<file path="src/rtl/spi_tx_if.sv">
// Word handshake and SPI pin bundle for spi_tx.
// The slave modport is the transmitter's view.
interface spi_tx_if #(
   parameter int WIDTH = 10
);
   logic [WIDTH-1:0] Data_in;
   logic Data_valid;
   logic Ready;
   logic Done;
   logic SPI_clk;
   logic SPI_Data_out;
   logic CS;

   modport master (
      output Data_in,
      output Data_valid,
      input  Ready,
      input  Done,
      input  SPI_clk,
      input  SPI_Data_out,
      input  CS
   );

   modport slave (
      input  Data_in,
      input  Data_valid,
      output Ready,
      output Done,
      output SPI_clk,
      output SPI_Data_out,
      output CS
   );
endinterface

</file>
<file path="src/rtl/spi_tx.sv">
// SPI mode-0 master transmitter, MSB first.
// Payload is followed by zero pad bits up to TOTAL_BITS.
module spi_tx #(
   parameter int WIDTH      = 10,
   parameter int TOTAL_BITS = 14,
   parameter int CLK_HALF   = 2
) (
   input logic     clk,
   input logic     reset,
   spi_tx_if.slave bus
);

   localparam int HW  = (CLK_HALF > 1) ? $clog2(CLK_HALF) : 1;
   localparam int BW  = $clog2(TOTAL_BITS + 1);
   localparam int PAD = TOTAL_BITS - WIDTH;
   localparam logic [HW-1:0] HMAX = HW'(CLK_HALF - 1);
   localparam logic [BW-1:0] BMAX = BW'(TOTAL_BITS);

   typedef enum logic [2:0] {
      IDLE,
      SETUP,
      SHIFT,
      HOLD,
      GAP
   } state_t;

   state_t state, state_nxt;

   logic [HW-1:0] hcnt, hcnt_nxt;
   logic [BW-1:0] bcnt, bcnt_nxt;

   logic [TOTAL_BITS-1:0] sr, sr_nxt;
   logic [TOTAL_BITS-1:0] sr_load;
   logic [TOTAL_BITS-1:0] sr_shl;

   logic ready_q, ready_nxt;
   logic done_q, done_nxt;
   logic sclk_q, sclk_nxt;
   logic mosi_q, mosi_nxt;
   logic cs_q, cs_nxt;
   logic tick;

   assign tick    = (hcnt == HMAX);
   assign sr_load = TOTAL_BITS'(bus.Data_in) << PAD;
   assign sr_shl  = sr << 1;

   always_ff @(posedge clk or posedge reset) begin
      if (reset) begin
         state   <= IDLE;
         hcnt    <= '0;
         bcnt    <= '0;
         sr      <= '0;
         ready_q <= 1'b1;
         done_q  <= 1'b0;
         sclk_q  <= 1'b0;
         mosi_q  <= 1'b0;
         cs_q    <= 1'b1;
      end else begin
         state   <= state_nxt;
         hcnt    <= hcnt_nxt;
         bcnt    <= bcnt_nxt;
         sr      <= sr_nxt;
         ready_q <= ready_nxt;
         done_q  <= done_nxt;
         sclk_q  <= sclk_nxt;
         mosi_q  <= mosi_nxt;
         cs_q    <= cs_nxt;
      end
   end

   always_comb begin
      state_nxt = state;
      hcnt_nxt  = tick ? '0 : hcnt + HW'(1);
      bcnt_nxt  = bcnt;
      sr_nxt    = sr;
      ready_nxt = ready_q;
      done_nxt  = 1'b0;
      sclk_nxt  = sclk_q;
      mosi_nxt  = mosi_q;
      cs_nxt    = cs_q;

      unique case (state)
         IDLE: begin
            hcnt_nxt = '0;
            if (bus.Data_valid) begin
               state_nxt = SETUP;
               sr_nxt    = sr_load;
               mosi_nxt  = sr_load[TOTAL_BITS-1];
               cs_nxt    = 1'b0;
               ready_nxt = 1'b0;
               bcnt_nxt  = '0;
            end
         end
         SETUP: begin
            if (tick) begin
               state_nxt = SHIFT;
               sclk_nxt  = 1'b1;
               bcnt_nxt  = bcnt + BW'(1);
            end
         end
         SHIFT: begin
            if (tick) begin
               if (!sclk_q) begin
                  sclk_nxt = 1'b1;
                  bcnt_nxt = bcnt + BW'(1);
               end else if (bcnt == BMAX) begin
                  // last fall: park MOSI, keep the register
                  sclk_nxt  = 1'b0;
                  mosi_nxt  = 1'b0;
                  state_nxt = HOLD;
               end else begin
                  sclk_nxt = 1'b0;
                  sr_nxt   = sr_shl;
                  mosi_nxt = sr_shl[TOTAL_BITS-1];
               end
            end
         end
         HOLD: begin
            if (tick) begin
               cs_nxt    = 1'b1;
               done_nxt  = 1'b1;
               state_nxt = GAP;
            end
         end
         GAP: begin
            if (tick) begin
               ready_nxt = 1'b1;
               state_nxt = IDLE;
            end
         end
         default: begin
            state_nxt = IDLE;
         end
      endcase
   end

   assign bus.Ready        = ready_q;
   assign bus.Done         = done_q;
   assign bus.SPI_clk      = sclk_q;
   assign bus.SPI_Data_out = mosi_q;
   assign bus.CS           = cs_q;

endmodule

</file>
<file path="src/flat_wrapper.sv">
// flat-port wrapper written by rule: the top's interface ports become plain ports
module spi_tx_flat 
#(
   parameter int WIDTH      = 10,
   parameter int TOTAL_BITS = 14,
   parameter int CLK_HALF   = 2
)
  (clk, reset, bus_Data_in, bus_Data_valid, bus_Ready, bus_Done, bus_SPI_clk, bus_SPI_Data_out, bus_CS);
  spi_tx_if #(.WIDTH(WIDTH)) bus_i ();
  input logic clk;
  input logic reset;
  input wire logic [$bits(bus_i.Data_in)-1:0] bus_Data_in;
  input wire logic [$bits(bus_i.Data_valid)-1:0] bus_Data_valid;
  output wire logic [$bits(bus_i.Ready)-1:0] bus_Ready;
  output wire logic [$bits(bus_i.Done)-1:0] bus_Done;
  output wire logic [$bits(bus_i.SPI_clk)-1:0] bus_SPI_clk;
  output wire logic [$bits(bus_i.SPI_Data_out)-1:0] bus_SPI_Data_out;
  output wire logic [$bits(bus_i.CS)-1:0] bus_CS;
  assign bus_i.Data_in = bus_Data_in;
  assign bus_i.Data_valid = bus_Data_valid;
  assign bus_Ready = bus_i.Ready;
  assign bus_Done = bus_i.Done;
  assign bus_SPI_clk = bus_i.SPI_clk;
  assign bus_SPI_Data_out = bus_i.SPI_Data_out;
  assign bus_CS = bus_i.CS;
  spi_tx #(.WIDTH(WIDTH), .TOTAL_BITS(TOTAL_BITS), .CLK_HALF(CLK_HALF)) u_core (.clk(clk), .reset(reset), .bus(bus_i));
endmodule
</file>
<file path="config.mk">
export PLATFORM = sky130hd
export DESIGN_NAME = spi_tx_flat
export DESIGN_NICKNAME = d
export VERILOG_FILES = /design/src/rtl/spi_tx_if.sv /design/src/rtl/spi_tx.sv /design/src/flat_wrapper.sv
export SDC_FILE = /design/constraint.sdc
export NUM_CORES = 1
export LEC_CHECK = 0
export ABC_CLOCK_PERIOD_IN_PS = 2500
export CORE_ASPECT_RATIO = 0.5
export CORE_MARGIN = 2
export CORE_UTILIZATION = 40
export DETAILED_ROUTE_END_ITERATION = 7
export PLACE_DENSITY = 0.72
export SLEW_MARGIN = 20
export SYNTH_ARGS = -nofsm -noshare
export SYNTH_HDL_FRONTEND = slang
export SYNTH_SLANG_ARGS = --single-unit
</file>
<file path="constraint.sdc">
create_clock -name clk -period 2.5 [get_ports clk]
set_input_delay 0.5 -clock clk [delete_from_list [all_inputs] [get_ports clk]]
set_output_delay 0.5 -clock clk [all_outputs]
set_load 0.02 [all_outputs]
</file>
==> results of run 1 <==
-- kinds of logic (layout without fill, tap and decap cells) --
group           after synthesis  after routing  share of synthesized area [%]
xor+xnor                      2              2                           1.52
simple gates                 34             34                           16.3
compound gates               33             33                           23.8
buf+inv                      10             26                           5.54
flops                        22             22                           48.0
mux                           3              3                           2.71
fa+ha+maj                     2              2                           2.17
-- how the worst min path moves through the flow --
| stage | slack (ps) | depth (start not counted) | startpoint | to |
|---|---|---|---|---|
| global route | 530 | 2 | u_core.bus.CS | u_core.bus.CS |
| detailed placement | 510 | 2 | u_core.bus.CS | u_core.bus.CS |
| finish | 520 | 2 | u_core.bus.CS | u_core.bus.CS |
| global placement | 500 | 2 | u_core.bus.CS | u_core.bus.CS |
| CTS | 520 | 2 | u_core.bus.CS | u_core.bus.CS |
| floorplan | 480 | 1 | u_core.bcnt[3] | u_core.bcnt[3] |
-- per-stage QoR --
stage                     cells  power (mW)  area, µm²  worst slack [ps]  hold slack (ps)
after detailed placement    155        1.53       1330               357              510
after global routing        159        2.00       1400               437              534
after global placement      155        1.51       1330               435              503
after floorplan             106        1.39       1150              1130              482
final                       159        1.85       1400               592              519
after CTS                   159        1.86       1400               577              524
-- layout make-up --
| type | count | area [µm²] |
|---|---|---|
| clock buffers | 3 | 41.3 |
| clock inverters | 1 | 30.0 |
| fillers | 233 | 1270 |
| inverters | 4 | 15.0 |
| multi-input cells | 74 | 536 |
| flip-flops and latches | 22 | 553 |
| well taps | 37 | 46.3 |
| repair buffers | 18 | 178 |
-- worst min-delay path, cell delays in order (launching register included) --
cell     delay [ps]
dfstp_2         380
nor2_1           90
nor2_1           50
-- metal layers --
metal	vias to the layer above	routed length [µm]
li1	427	-
met1	401	1080
met2	20	880
met3	0	120
met4	0	0
met5	-	0
-- state kept, by name (all words and copies together) (netlist names) --
signal	count
u_core.bus.Done	1
u_core.sr	9
u_core.bus.SPI_clk	1
u_core.bcnt	4
u_core.bus.SPI_Data_out	1
u_core.state	3
u_core.bus.CS	1
u_core.hcnt	1
u_core.bus.Ready	1
-- power groups by stage --
| stage | registers, mW | logic (mW) | clock network (mW) |
|---|---|---|---|
| finish | 0.720 | 0.804 | 0.331 |
| global route | 0.748 | 0.895 | 0.358 |
| CTS | 0.716 | 0.810 | 0.337 |
| detailed placement | 0.722 | 0.805 | 0 |
| global placement | 0.721 | 0.790 | 0 |
| floorplan | 0.654 | 0.731 | 0 |
-- synth_stat cells (2+ instances only) --
cell type / instances / area share [%]
a211oi_1: 2 / 1.3
a21oi_1: 4 / 1.7
a2bb2oi_1: 8 / 6.1
a31o_1: 2 / 1.5
and3_1: 2 / 1.1
buf_2: 3 / 1.3
buf_6: 3 / 2.9
dfrtp_1: 20 / 43
dfstp_2: 2 / 4.6
ha_1: 2 / 2.2
inv_1: 4 / 1.3
mux2i_1: 2 / 1.7
nand2_1: 7 / 2.3
nand3_1: 3 / 1.3
nor2_1: 10 / 3.3
nor2b_1: 2 / 1.1
nor3_1: 3 / 1.3
o22ai_1: 8 / 4.3
o2bb2ai_1: 2 / 1.5
==> results.json, run 1 <==
{
  "ys_seq_area_share_pct": 48.0,
  "drc_errors": 0,
  "slew_headroom_pct": 60.6,
  "grt_pass1_vias": 782,
  "grt_remaining_overflow": 0,
  "layout_commonest_cell": "dfrtp_1",
  "post-route-min-period_ps": 1910,
  "status": "finished, final reports clean",
  "max-vdd-ir-drop_mv": 0.451,
  "io_buffers": 17,
  "initial_core_util_pct": 43.2,
  "dieWidth_um": 79.9,
  "crit_buf_inv": 1,
  "power.switching_uw": 712,
  "leakage_nw": 0.565,
  "grt_max_degree": 23,
  "intPower_mw": 1.14,
  "cts-resized-gates": 0,
  "gp_congestion": 0.797,
  "grt_pass1_wl_mm": 3.62,
  "power_frac_comb_pct": 43.4,
  "antenna_found_initial": 0,
  "setup_viol": 0,
  "die_h_um": 42.0,
  "syn_area_per_cell_um2": 10.9,
  "synth_cell_type_count": 36,
  "max_freq_mhz": 524,
  "core-area_um2": 2670,
  "rows": 13,
  "vias_per_cell": 5.33,
  "crit_family": "buffers and inverters",
  "hold_viol_final": 0,
  "worstReg2RegEnd": "u_core.sr[7]",
  "top_usage_layer": "met1",
  "powerDensity_nw_per_um2": 1330,
  "grt_use_met2_pct": 19.5,
  "cts_sinks": 22,
  "wirelength_mm": 2.08,
  "critPathArrivalTime_ps": 1410,
  "cts_hold_repair.buffers": 0,
  "end_kind": "output port",
  "ant_nets": 0,
  "maxSlewViolCount": 0,
  "cts_max_level": 1,
  "crit_path_top_delay_cell": "clkdlybuf4s50_1",
  "dp_hpwl_mm": 1.42,
  "syn_nets": 121,
  "clockBufferDepth": 2,
  "fin_skew_ps": 5.51,
  "antenna_cells": 0,
  "synth_cells": 106,
  "p_clk_share_pct": 17.8,
  "critPathLaunchType": "flip-flop",
  "use_met1_pct": 20.6,
  "cp_max_fo": 3,
  "clk_pin_slew_ps": 80,
  "top_level_ports": 18,
  "reg2regPathDepth": 4,
  "drive_gt1_share_pct": 10.7,
  "vias": 848,
  "r2r_slack_ps": 690,
  "path_depth": 1,
  "die_area_um2": 3350,
  "cts_made_buffers": 3,
  "synth_seq_cells": 22,
  "crit_start": "u_core.bus.Ready",
  "reg2reg_from": "u_core.state[2]",
  "cts-root-buf": "clkbuf_8",
  "area_growth_pct": 21.4,
  "netlist_area_um2": 1150,
  "seq_power_share_pct": 38.8,
  "cp-endpoint": "bus_Ready",
  "ys_warn_count": 0,
  "grt_util_met3_pct": 5.22,
  "cts_setup_buffers": 0,
  "period_share_pct": 76.3,
  "worstMarginPinSlew_ps": 591,
  "synth_ff_type": "dfrtp_1",
  "nNetsFinal": 138,
  "final_util_pct": 52.4,
  "max_stage_delay_ps": 600,
  "worst-setup-path-type": "reg -> out",
  "cap_violations": 0,
  "layout_common_cells": "20 x dfrtp_1, 17 x clkdlybuf4s50_1, 10 x nor2_1",
  "grt_usage_pct": 14.1,
  "path_cells": "clkdlybuf4s50_1",
  "fin_tns_setup_ps": 0,
  "rsz0062_at_grt": "false",
  "synth_edf_count": 0,
  "clk_latency_ps": 270,
  "cts_tree": "done",
  "drtPass1Iterations": 4,
  "drt-initial-drc-count": 31,
  "cp.required_ps": 2000,
  "hold_path.class": "reg -> reg",
  "swShare_pct": 38.4,
  "wl_per_cell_um": 13.1,
  "async_flop_share_pct": 100
}
(Power assumes the default switching activity.)
==> run 2, diff against run 1 <==
ABC_CLOCK_PERIOD_IN_PS = 1920   (was 2500)
clock period = 1.92 ns   (was 2.5 ns; I/O delays follow)
==> run 2 against run 1 <==
Net effect:
- sequential share of layout area down 0.39 points
- first-iteration DRC count down 16%
- count of clock-buffer cells in the layout up 1
- hold slack worse by 100 ps
- worst setup slack worse by 480 ps
- critical path depth unchanged
- register-to-register slack worse by 370 ps
- final cell count up 2.5%
- critical endpoint unchanged
- sequential power up 28%
- routed wire length up 6.5%
- clock power about the same
- critical path type unchanged
- global-route usage up 0.37 points
==> results.json, run 2 (synthesis gave the netlist of run 1 again) <==
{
  "io_buffers": 17,
  "layout_common_cells": "20 x dfrtp_1, 17 x clkdlybuf4s50_1, 10 x nor2_1",
  "cts_sinks": 22,
  "swShare_pct": 39.6,
  "initial_core_util_pct": 43.2,
  "final_cells": 163,
  "clockBufferDepth": 2,
  "die_area_um2": 3350,
  "ant_nets": 0,
  "cp.required_ps": 1540,
  "cts_setup_buffers": 0,
  "hold_viol_final": 0,
  "grt_remaining_overflow": 0,
  "top_level_ports": 18,
  "cts-root-buf": "clkbuf_8",
  "leakage_nw": 0.578,
  "fin_ws_ps": 109,
  "drt-initial-drc-count": 26,
  "clk_pin_slew_ps": 80,
  "grt_usage_pct": 14.5,
  "dieWidth_um": 79.9,
  "crit_path_top_delay_cell": "clkdlybuf4s50_1",
  "fin_skew_ps": 2.65,
  "hold-worst-slack_ps": 416,
  "antenna_cells": 0,
  "cts-resized-gates": 0,
  "worstMarginPinSlew_ps": 453,
  "grt_max_degree": 13,
  "antenna_found_initial": 0,
  "fin_tns_setup_ps": 0,
  "final_util_pct": 53.0,
  "powerDensity_nw_per_um2": 1690,
  "critPathArrivalTime_ps": 1430,
  "vias": 867,
  "max-vdd-ir-drop_mv": 0.561,
  "grt_pass1_vias": 788,
  "nNetsFinal": 142,
  "intPower_mw": 1.44,
  "rsz0062_at_grt": "false",
  "period_share_pct": 94.3,
  "wl_per_cell_um": 13.6,
  "vias_per_cell": 5.32,
  "cts_tree": "done",
  "cap_violations": 0,
  "power.switching_uw": 946,
  "die_h_um": 42.0,
  "dp_cells": 159,
  "drive_gt1_share_pct": 13.5,
  "max_stage_delay_ps": 610,
  "worst-setup-path-type": "reg -> out",
  "cp_max_fo": 3,
  "max_freq_mhz": 552,
  "regMostFlops": "u_core.sr",
  "cts_hold_repair.buffers": 0,
  "crit_buf_inv": 1,
  "rows": 13,
  "reg2reg_from": "u_core.state[0]",
  "clk_latency_ps": 260,
  "maxSlewViolCount": 0,
  "power_frac_comb_pct": 47.4,
  "cts_made_buffers": 3,
  "grt_pass1_wl_mm": 3.72,
  "wirelength_mm": 2.22,
  "core-area_um2": 2670,
  "seq_power_share_pct": 38.7,
  "setup_viol": 0,
  "status": "finished, final reports clean",
  "dpl_worst_slack_ps": 75.8,
  "largest_reg_flops": 9,
  "path_cells": "clkdlybuf4s50_1",
  "p_clk_share_pct": 13.9,
  "top_regs": "u_core.sr x9, u_core.bcnt x4, u_core.state x3",
  "hold_path.class": "in -> async",
  "dp_hpwl_mm": 1.57,
  "critPathLaunchType": "flip-flop",
  "cts_max_level": 1,
  "end_kind": "output port",
  "drc_errors": 0,
  "crit_family": "buffers and inverters",
  "crit_start": "u_core.bus.Ready",
  "slew_headroom_pct": 69.8,
  "post-route-min-period_ps": 1810,
  "layout_commonest_cell": "dfrtp_1",
  "drtPass1Iterations": 5,
  "gp_congestion": 0.751,
  "area_growth_pct": 22.6
}
[run 2: changes by cell type in the layout (fill, tap and decap cells not counted), sizes merged]
cell,delta
clkbuf,+1
buf,+4
bufinv,-1
[run 2: power groups by stage]
stage | logic [mW] | registers [mW] | clock network (mW)
floorplan | 0.952 | 0.852 | 0
global placement | 1.11 | 0.922 | 0
detailed placement | 1.13 | 0.924 | 0
CTS | 1.14 | 0.920 | 0.341
global route | 1.24 | 0.957 | 0.365
finish | 1.13 | 0.924 | 0.332
[run 2: through the flow]
stage | power [mW] | instance area [µm²]
6_report | 2.39 | 1410
3_3_place_gp | 2.03 | 1360
4_1_cts | 2.40 | 1410
5_1_grt | 2.56 | 1410
3_5_place_dp | 2.06 | 1360
2_1_floorplan | 1.80 | 1150
[run 2: path summary, 6_finish.rpt]
check                                  end  cells past startpoint  slack [ps]
setup / recovery                 bus_Ready                      1         110
hold / removal             u_core.state[0]                      2         420
setup reg to reg            u_core.bcnt[1]                      3         320
hold reg to reg              u_core.bus.CS                      2         520
max in group asynchronous   u_core.bcnt[3]                      3         990
min in group clk             u_core.bus.CS                      2         520
[run 2: final cells by class]
| type | instances | area (µm²) |
|---|---|---|
| repair buffers | 22 | 208 |
| flip-flops and latches | 22 | 553 |
| well taps | 37 | 46.3 |
| inverters | 4 | 15.0 |
| fillers | 246 | 1250 |
| multi-input cells | 74 | 536 |
| clock buffers | 4 | 55.1 |
[run 2: layer usage]
metal / up-vias / global-route usage (%) / part of all wire (%)
met3: 3 / 5.43 / 4.7
met1: 415 / 19.9 / 52
met2: 15 / 21.5 / 43
met5: - / 0 / 0
met4: 0 / 4.07 / 0.36
li1: 434 / - / -
==> run 3, diff against run 2 <==
SKIP_LAST_GASP = 1   (was default)
==> results of run 3 <==
Same layout as run 2: the final DEF is identical, and so are final timing and power.
